`src/rtl/kvs_pkg.sv`:
```
// Shared KVS definitions: default key/flag widths, the {flag, key} request
// record and the flag codes exchanged between eth_top and db_top.
package kvs_pkg;

  localparam int unsigned DEF_KEY_SIZE  = 96;
  localparam int unsigned DEF_FLAG_SIZE = 4;

  typedef enum logic [DEF_FLAG_SIZE-1:0] {
    KVS_FLAG_NONE = 4'h0,
    KVS_FLAG_GET  = 4'h1,
    KVS_FLAG_SET  = 4'h2,
    KVS_FLAG_DEL  = 4'h4,
    KVS_FLAG_HIT  = 4'h8
  } kvs_flag_e;

  typedef struct packed {
    logic [DEF_FLAG_SIZE-1:0] flag;
    logic [DEF_KEY_SIZE-1:0]  key;
  } kvs_req_t;

  function automatic int unsigned kvs_req_width(int unsigned key_size, int unsigned flag_size);
    return key_size + flag_size;
  endfunction

endpackage

```
`src/rtl/kvs_sync_fifo.sv`:
```
// Single-clock first-word-fall-through FIFO; a write into a full FIFO is
// accepted when a read happens in the same cycle.
module kvs_sync_fifo #(
  parameter int unsigned WIDTH = 8,
  parameter int unsigned DEPTH = 4
) (
  input  logic             clk,
  input  logic             rst_n,
  input  logic             wr_en,
  input  logic [WIDTH-1:0] din,
  input  logic             rd_en,
  output logic [WIDTH-1:0] dout,
  output logic             full,
  output logic             empty
);

  localparam int unsigned AW = $clog2(DEPTH);

  logic [WIDTH-1:0] mem [DEPTH];
  logic [AW:0]      wr_ptr;
  logic [AW:0]      rd_ptr;
  logic             wr_ok;
  logic             rd_ok;

  assign empty = (wr_ptr == rd_ptr);
  assign full  = (wr_ptr[AW] != rd_ptr[AW]) && (wr_ptr[AW-1:0] == rd_ptr[AW-1:0]);
  assign rd_ok = rd_en && !empty;
  assign wr_ok = wr_en && (!full || rd_ok);
  assign dout  = mem[rd_ptr[AW-1:0]];

  always_ff @(posedge clk) begin
    if (!rst_n) begin
      wr_ptr <= '0;
      rd_ptr <= '0;
    end else begin
      if (wr_ok) wr_ptr <= wr_ptr + {{AW{1'b0}}, 1'b1};
      if (rd_ok) rd_ptr <= rd_ptr + {{AW{1'b0}}, 1'b1};
    end
  end

  always_ff @(posedge clk) begin
    if (wr_ok) mem[wr_ptr[AW-1:0]] <= din;
  end

endmodule

```
`src/rtl/kvs_port_mux.sv`:
```
// Round-robin mux of NUM_PORTS KVS request streams onto one db_top port, with
// in-order response steering. Define KVS_MUX_STATS_EN to build drop/spurious stats.
module kvs_port_mux
  import kvs_pkg::*;
#(
  parameter int unsigned KEY_SIZE     = DEF_KEY_SIZE,
  parameter int unsigned FLAG_SIZE    = DEF_FLAG_SIZE,
  parameter int unsigned NUM_PORTS    = 2,
  parameter int unsigned FIFO_DEPTH   = 8,
  parameter int unsigned MAX_INFLIGHT = 16
) (
  input  logic                          clk,
  input  logic                          rst_n,
  input  logic [NUM_PORTS*KEY_SIZE-1:0] in_key,
  input  logic [NUM_PORTS*FLAG_SIZE-1:0] in_flag,
  input  logic [NUM_PORTS-1:0]          in_valid,
  output logic [NUM_PORTS-1:0]          out_valid,
  output logic [NUM_PORTS*FLAG_SIZE-1:0] out_flag,
  output logic [KEY_SIZE-1:0]           db_in_key,
  output logic [FLAG_SIZE-1:0]          db_in_flag,
  output logic                          db_in_valid,
  input  logic                          db_out_valid,
  input  logic [FLAG_SIZE-1:0]          db_out_flag,
  output logic [NUM_PORTS*16-1:0]       drop_cnt,
  output logic                          err_spurious
);

  localparam int unsigned REQ_W = kvs_req_width(KEY_SIZE, FLAG_SIZE);
  localparam int unsigned PW    = $clog2(NUM_PORTS);

  logic [NUM_PORTS-1:0] req_full;
  logic [NUM_PORTS-1:0] req_empty;
  logic [NUM_PORTS-1:0] req_wr;
  logic [NUM_PORTS-1:0] req_pop;
  logic [REQ_W-1:0]     req_dout [NUM_PORTS];
  logic [REQ_W-1:0]     grant_req;
  logic [PW-1:0]        rr_ptr;
  logic [PW-1:0]        cand;
  logic [PW-1:0]        grant_idx;
  logic [PW-1:0]        tag_dout;
  logic                 grant_vld;
  logic                 issue;
  logic                 tag_full;
  logic                 tag_empty;
  logic                 tag_pop;

  // A full FIFO still takes a write in the cycle it is popped.
  assign req_wr = in_valid & (~req_full | req_pop);

  for (genvar p = 0; p < NUM_PORTS; p++) begin : g_req
    kvs_sync_fifo #(
      .WIDTH(REQ_W),
      .DEPTH(FIFO_DEPTH)
    ) u_req_fifo (
      .clk  (clk),
      .rst_n(rst_n),
      .wr_en(req_wr[p]),
      .din  ({in_flag[p*FLAG_SIZE +: FLAG_SIZE], in_key[p*KEY_SIZE +: KEY_SIZE]}),
      .rd_en(req_pop[p]),
      .dout (req_dout[p]),
      .full (req_full[p]),
      .empty(req_empty[p])
    );
  end

  always_comb begin
    grant_vld = 1'b0;
    grant_idx = '0;
    cand      = '0;
    for (int unsigned i = 0; i < NUM_PORTS; i++) begin
      cand = PW'((32'(rr_ptr) + i) % NUM_PORTS);
      if (!grant_vld && !req_empty[cand]) begin
        grant_vld = 1'b1;
        grant_idx = cand;
      end
    end
  end

  // A response pop frees a tag slot for an issue in the same cycle.
  assign tag_pop   = db_out_valid && !tag_empty;
  assign issue     = grant_vld && (!tag_full || tag_pop);
  assign grant_req = req_dout[grant_idx];

  always_comb begin
    req_pop = '0;
    for (int unsigned p = 0; p < NUM_PORTS; p++) begin
      req_pop[p] = issue && (grant_idx == PW'(p));
    end
  end

  kvs_sync_fifo #(
    .WIDTH(PW),
    .DEPTH(MAX_INFLIGHT)
  ) u_tag_fifo (
    .clk  (clk),
    .rst_n(rst_n),
    .wr_en(issue),
    .din  (grant_idx),
    .rd_en(tag_pop),
    .dout (tag_dout),
    .full (tag_full),
    .empty(tag_empty)
  );

  always_ff @(posedge clk) begin
    if (!rst_n) begin
      rr_ptr      <= '0;
      db_in_valid <= 1'b0;
      db_in_key   <= '0;
      db_in_flag  <= '0;
      out_valid   <= '0;
      out_flag    <= '0;
    end else begin
      db_in_valid <= issue;
      out_valid   <= '0;
      if (issue) begin
        db_in_key  <= grant_req[KEY_SIZE-1:0];
        db_in_flag <= grant_req[REQ_W-1:KEY_SIZE];
        rr_ptr     <= (32'(grant_idx) == NUM_PORTS - 1) ? '0 : PW'(32'(grant_idx) + 1);
      end
      if (tag_pop) begin
        out_valid[tag_dout]                           <= 1'b1;
        out_flag[32'(tag_dout)*FLAG_SIZE +: FLAG_SIZE] <= db_out_flag;
      end
    end
  end

`ifdef KVS_MUX_STATS_EN
  logic [NUM_PORTS*16-1:0] drop_q;
  logic                    spur_q;

  always_ff @(posedge clk) begin
    if (!rst_n) begin
      drop_q <= '0;
      spur_q <= 1'b0;
    end else begin
      for (int unsigned p = 0; p < NUM_PORTS; p++) begin
        if (in_valid[p] && !req_wr[p] && drop_q[p*16 +: 16] != 16'hFFFF)
          drop_q[p*16 +: 16] <= drop_q[p*16 +: 16] + 16'd1;
      end
      if (db_out_valid && tag_empty) spur_q <= 1'b1;
    end
  end

  assign drop_cnt     = drop_q;
  assign err_spurious = spur_q;
`else
  assign drop_cnt     = '0;
  assign err_spurious = 1'b0;
`endif

endmodule

```
`config.mk`:
```
export PLATFORM = sky130hd
export DESIGN_NAME = kvs_port_mux
export DESIGN_NICKNAME = d
export VERILOG_FILES = /design/src/rtl/kvs_pkg.sv /design/src/rtl/kvs_sync_fifo.sv /design/src/rtl/kvs_port_mux.sv
export SDC_FILE = /design/constraint.sdc
export NUM_CORES = 1
export LEC_CHECK = 0
export ABC_AREA = 1
export BUFFER_PORTS_ARGS = -buffer_cell sky130_fd_sc_hd__buf_4
export CAP_MARGIN = 20
export CELL_PAD_IN_SITES_DETAIL_PLACEMENT = 1
export CELL_PAD_IN_SITES_GLOBAL_PLACEMENT = 2
export CORE_ASPECT_RATIO = 1.2
export CORE_UTILIZATION = 45
export DETAILED_ROUTE_END_ITERATION = 16
export PLACE_DENSITY = 0.84
export SETUP_SLACK_MARGIN = 0.5
export SYNTH_ARGS = -nofsm -noshare
export SYNTH_HDL_FRONTEND = slang
export SYNTH_SLANG_ARGS = --single-unit
```
`constraint.sdc`:
```
create_clock -name clk -period 24.6 [get_ports clk]
set_input_delay 3.69 -clock clk [delete_from_list [all_inputs] [get_ports clk]]
set_output_delay 3.69 -clock clk [all_outputs]
set_load 0.005 [all_outputs]
```
==> results.yml, run 1 <==
outcome:
  outcome: "complete, no violations"
worst_setup_path:
  reg2reg_slack_ns: 19.49
  reg2reg_to: "db_in_key[35]"
  start_kind: "input pin"
  critPathMaxFanout: 52
  crit_type: "input pin to flip-flop"
  end_kind: "flip-flop"
  required_ns: 25.04
  crit_arrival_ns: 6.60
  r2r_cells: 10
placement:
  io_buffers: 319
  dpl.hpwl_mm: 117.9
  gp_congestion: 0.8138
  dp.cells: 7716
cells_and_area:
  drive_gt1_frac: 0.1146
  area_delta_synth_final_pct: 14.03
  design.final.nets: 6125
  fill_cells: 15530
  final_cells: 8056
  final_cell_mix: "edfxtp_1 (1616), nand2_1 (1123), nor2_1 (966), o21ai_0 (821), buf_4 (379)"
  final_common_cell: "edfxtp_1"
drt:
  drtPass1Iterations: 5
  via_per_inst: 5.632
  drt-initial-drc-count: 4048
  postRouteWirelength_mm: 199.7
  vias: 45380
  drc_errors: 0
  ant_nets: 0
  wl_per_cell_um: 24.79
timing:
  min_period_over_period: 0.2503
  slew_violations: 0
  hold_violations: 0
  skew_ns: 0.02952
  timing.hold.ws_ns: 0.4689
  rsz0062_at_grt: "false"
  fmax_mhz: 162.4
  slew_headroom: 0.08756
  fin_tns_setup_ns: 0
  tightest_slew_ns: 1.369
  setup_viol: 0
  post-route-min-period_ns: 6.157
die:
  start_util: 0.4528
  fp.dieW_um: 359.5
  io_pins: 353
  rows: 157
  coreArea_mm2: 0.1524
  dieArea_mm2: 0.1550
  die-height_um: 431.0
logic_synthesis:
  synth-main-ff-cell: "edfxtp_1"
  synth-edff-count: 1616
  synth_warnings: 0
  synthArstFlopShare: 0
  synth-seq-cells: 1764
  syn_area_mm2: 0.06903
  ys_seq_area_frac: 0.7459
  synth_cell_types: 36
  syn-instance-count: 5705
  synth.top_cells.by_area: "edfxtp_1 (70%), nand2_1 (6.1%), o21ai_0 (6.0%)"
  synth_top_area_cell: "edfxtp_1"
  syn_avg_cell_area_um2: 12.10
  synth_top_area_frac: 0.7030
hold_path:
  hold_depth: 2
  min_from: "out_flag[2]"
  hp-class: "flip-flop to flip-flop"
  whs_endpoint: "out_flag[2]"
global_routing:
  first_global_vias: 46730
  antenna_found_initial: 39
  overflow: 0
  track_usage: 0.2556
  grt_start_max_net_pins: 228
  grt_pass1_wl_mm: 296.2
clocking:
  clock_latency_ns: 0.83
  cts_tree: "yes"
  cts_made_buffers: 175
  clkSlewWorstSetupHoldPaths_ns: 0.06
  post_cts_buffers: 0
  cts.sinks: 1764
  cts_hold_buf: 0
  root_buffer: "clkbuf_16"
  cts-resized-gates: 0
  clk_path_buf_depth: 3
  htree_levels: 4
pwr:
  leakage_uw: 0.02750
  irDropWorstVdd_v: 0.00009475
  power_per_cell_area_mw_per_mm2: 107.2
  power_uw: 8434
flow_run:
  cap_violations: 0
==> worst max-delay path: stages <==
cell	delay [ns]
buf_4	0.10
nor2_1	0.05
nand3_2	0.18
nand3_4	0.16
nand2_2	0.15
nand3_1	0.26
nor2_4	0.42
buf_4	0.78
buf_4	0.70
==> state kept, by name, summed over array words and instances (netlist names), named ones only <==
name,cells
g_req.u_req_fifo.rd_ptr,8
u_tag_fifo.rd_ptr,5
db_in_flag,4
rr_ptr,1
db_in_key,96
g_req.u_req_fifo.mem,1600
u_tag_fifo.wr_ptr,5
out_valid,2
out_flag,8
db_in_valid,1
g_req.u_req_fifo.wr_ptr,8
u_tag_fifo.mem,16
==> Yosys cell counts (all sizes together), types with 5 or more instances <==
master,n
a21oi,36
a31oi,100
buf,170
clkbuf,220
dfxtp,148
edfxtp,1616
ha,9
inv,105
nand2,1131
nand3,29
nand4,5
nor2,979
nor3,6
o21ai,823
o22ai,301
xnor2,7
xor2,8
==> power breakdown <==
group | internal (uW) | switching [uW] | leakage, uW
combinational | 594 | 1580 | 0.00877
sequential | 3430 | 141 | 0.0159
clock | 1540 | 1150 | 0.00282
==> stage by stage <==
step	setup WS [ns]	area, um2	util
2_1_floorplan	12.87	69150	-
3_3_place_gp	17.68	72880	0.4781
3_5_place_dp	17.55	72880	0.4781
6_report	18.44	78710	0.5163
5_1_grt	18.30	78700	0.5163
4_1_cts	18.44	78650	0.5160
==> how the worst max path moves through the flow <==
stage / startpoint / to / slack [ns]
floorplan: db_out_valid / g_req[0].u_req_fifo.mem[6][0] / 12.87
global placement: db_out_valid / g_req[0].u_req_fifo.mem[5][73] / 17.68
detailed placement: db_out_valid / g_req[0].u_req_fifo.mem[5][90] / 17.55
CTS: db_out_valid / g_req[0].u_req_fifo.mem[5][9] / 18.44
global route: db_out_valid / g_req[1].u_req_fifo.mem[0][64] / 18.30
finish: db_out_valid / g_req[0].u_req_fifo.mem[5][89] / 18.44
==> routing by layer <==
layer | GRT usage | up-vias | part of all wire
met5 | 0 | - | 0.00098
met4 | 0.06964 | 32 | 0.022
met3 | 0.04893 | 267 | 0.066
met2 | 0.4237 | 1271 | 0.49
met1 | 0.3448 | 23210 | 0.43
li1 | - | 20600 | -
==> cell families after synthesis <==
logic type / Yosys count / synth area share
AOI/OAI and AO/OA: 1265 / 0.09917
other: 1 / 0.00005433
DFF: 1764 / 0.7459
xor gates and xnor gates: 15 / 0.002012
adders and majority gates: 9 / 0.001631
and+or+nand+nor: 2153 / 0.1189
buffers and inverters: 498 / 0.03228
==> final cells by class <==
type                    instances  area [um2]  area share
repair buffers                383        2933     0.03726
inverters                     108       440.4    0.005596
flip-flops and latches       1764       51510      0.6545
diodes                         12       30.03   0.0003815
clock buffers                 226        4786     0.06081
multi-input cells            3475       15540      0.1974
clock inverters               101       982.2     0.01248
well taps                    1987        2486     0.03159
(Power assumes the default switching activity.)
==> run 2: changes to the inputs <==
--- a/config.mk
+++ b/config.mk
@@ -11,9 +11,9 @@
 export CELL_PAD_IN_SITES_DETAIL_PLACEMENT = 1
 export CELL_PAD_IN_SITES_GLOBAL_PLACEMENT = 2
 export CORE_ASPECT_RATIO = 1.2
-export CORE_UTILIZATION = 45
+export CORE_UTILIZATION = 38
 export DETAILED_ROUTE_END_ITERATION = 16
-export PLACE_DENSITY = 0.84
+export PLACE_DENSITY = 0.75
 export SETUP_SLACK_MARGIN = 0.5
 export SYNTH_ARGS = -nofsm -noshare
 export SYNTH_HDL_FRONTEND = slang
==> constraint.sdc (replaced) <==
create_clock -name clk -period 5.2 [get_ports clk]
set_input_delay 0.78 -clock clk [delete_from_list [all_inputs] [get_ports clk]]
set_output_delay 0.78 -clock clk [all_outputs]
set_load 0.005 [all_outputs]
==> results.yml, run 2 (same netlist as run 1, synthesis figures left out) <==
hold_path:
  min_from: "in_key[189]"
  hp-class: "input pin to flip-flop"
placement:
  io_buffers: 319
  gp_congestion: 0.7760
  place_worst_setup_slack_ns: 1.758
  dpl.hpwl_mm: 118.7
timing:
  fmax_mhz: 308.7
  skew_ns: 0.03231
  setup_slack_ns: 1.961
  min_period_over_period: 0.6229
  slew_violations: 0
  timing.hold.ws_ns: 0.1845
  rsz0062_at_grt: "false"
  post-route-min-period_ns: 3.239
  fin_tns_setup_ns: 0
  tightest_slew_ns: 1.178
  setup_viol: 0
  slew_headroom: 0.2147
  hold_violations: 0
worst_setup_path:
  end_kind: "flip-flop"
  cp_cell_sequence: "xnor2_2 > nand2_1 > clkinv_1 > nand2_2 > nand2_2 > nand3_4 > nand2_2 > nand3_1 > nor2_4 > buf_12"
  required_ns: 5.69
  critPathLaunch: "g_req[1].u_req_fifo.wr_ptr[2]"
  critPathSlowestCell: "nor2_4"
  cp_slowest_stage_delay_ns: 0.81
  crit_arrival_ns: 3.73
  cp_common_cell: "nand2_2"
  critPathMaxFanout: 41
  crit_type: "flip-flop to flip-flop"
  reg2reg_slack_ns: 1.96
  r2r_start: "g_req[1].u_req_fifo.wr_ptr[2]"
  start_kind: "flip-flop"
global_routing:
  grt_start_max_net_pins: 230
  track_usage: 0.2224
  grt_pass1_wl_mm: 302.9
  antenna_found_initial: 46
  first_global_vias: 46140
  overflow: 0
die:
  coreArea_mm2: 0.1806
  fp.dieW_um: 391.1
  die-height_um: 468.9
  rows: 171
  start_util: 0.3823
  dieArea_mm2: 0.1834
  io_pins: 353
cells_and_area:
  final_common_cell: "edfxtp_1"
  area_delta_synth_final_pct: 15.43
  drive_gt1_frac: 0.1141
  final_cell_mix: "edfxtp_1 (1616), nand2_1 (1123), nor2_1 (966), o21ai_0 (821), buf_4 (357)"
  largest_reg_flops: 1600
  design.final.nets: 6133
flow_run:
  cap_violations: 0
clocking:
  clock_latency_ns: 0.83
  cts_made_buffers: 178
  clk_path_buf_depth: 3
  root_buffer: "clkbuf_16"
  clkSlewWorstSetupHoldPaths_ns: 0.06
  cts_tree: "yes"
  cts-resized-gates: 0
  cts_hold_buf: 0
  cts.sinks: 1764
  htree_levels: 4
  post_cts_buffers: 0
drt:
  wl_per_cell_um: 24.23
  drc_errors: 0
  drtPass1Iterations: 7
  postRouteWirelength_mm: 205.8
  vias: 45250
  drt-initial-drc-count: 3731
  via_per_inst: 5.328
  ant_nets: 0
pwr:
  leakage_uw: 0.02765
  irDropWorstVdd_v: 0.0004455
  power_per_cell_area_mw_per_mm2: 504.9
outcome:
  outcome: "complete, no violations"
[run 2: changes by cell type in the layout (fill, tap and decap cells not counted), sizes merged]
cell      previous run  this run
inv                116       117
buf                383       388
clkbuf             226       242
clkinv              70        60
diode               12         7
clkinvlp             8         3
[run 2: per-layer routing]
| layer | GRT usage | share of wire | up-vias |
|---|---|---|---|
| met5 | 0 | 0.0019 | - |
| met4 | 0.05253 | 0.017 | 62 |
| met3 | 0.04628 | 0.063 | 281 |
| met2 | 0.3511 | 0.46 | 1086 |
| met1 | 0.3145 | 0.46 | 23220 |
| li1 | - | - | 20610 |
[run 2: path summary, 6_finish.rpt]
path                                                  endpoint  depth (start not counted)
worst max-delay path             g_req[0].u_req_fifo.mem[2][4]                         10
worst min-delay path            g_req[1].u_req_fifo.mem[6][93]                          1
worst max register to register   g_req[0].u_req_fifo.mem[2][4]                         10
worst min register to register                          rr_ptr                          2
[run 2: cell type report]
cell class,count,area [um2]
Inverter,108,440.4
Clock inverter,87,967.2
Timing Repair Buffer,388,3301
Fill cell,18950,100900
Multi-Input combinational cell,3475,15560
Clock buffer,242,4846
Sequential cell,1764,51510
Tap cell,2422,3030
Antenna cell,7,17.52
[run 2: critical path, delay by kind of cell, from the launching register on]
family / cells / cell delay (ns)
AND/OR/NAND/NOR: 7 / 1.70
flip-flops: 1 / 0.51
buffers and inverters: 2 / 0.44
XOR/XNOR: 1 / 0.16
[run 2: per-stage QoR]
stage | utilization | total power (uW) | cells | area [um2]
final | 0.4412 | 40230 | 8493 | 79680
after floorplan | - | 23250 | 5737 | 69170
after detailed placement | 0.4089 | 27740 | 8157 | 73850
after CTS | 0.4411 | 40600 | 8486 | 79660
after global routing | 0.4412 | 42160 | 8489 | 79670
after global placement | 0.4089 | 27510 | 8157 | 73850
[run 2: power breakdown]
group | switching (uW) | internal, uW | total [uW]
combinational | 7660 | 2890 | 10600
clock | 5530 | 7320 | 12900
sequential | 613 | 16200 | 16800
total | 13800 | 26400 | 40200
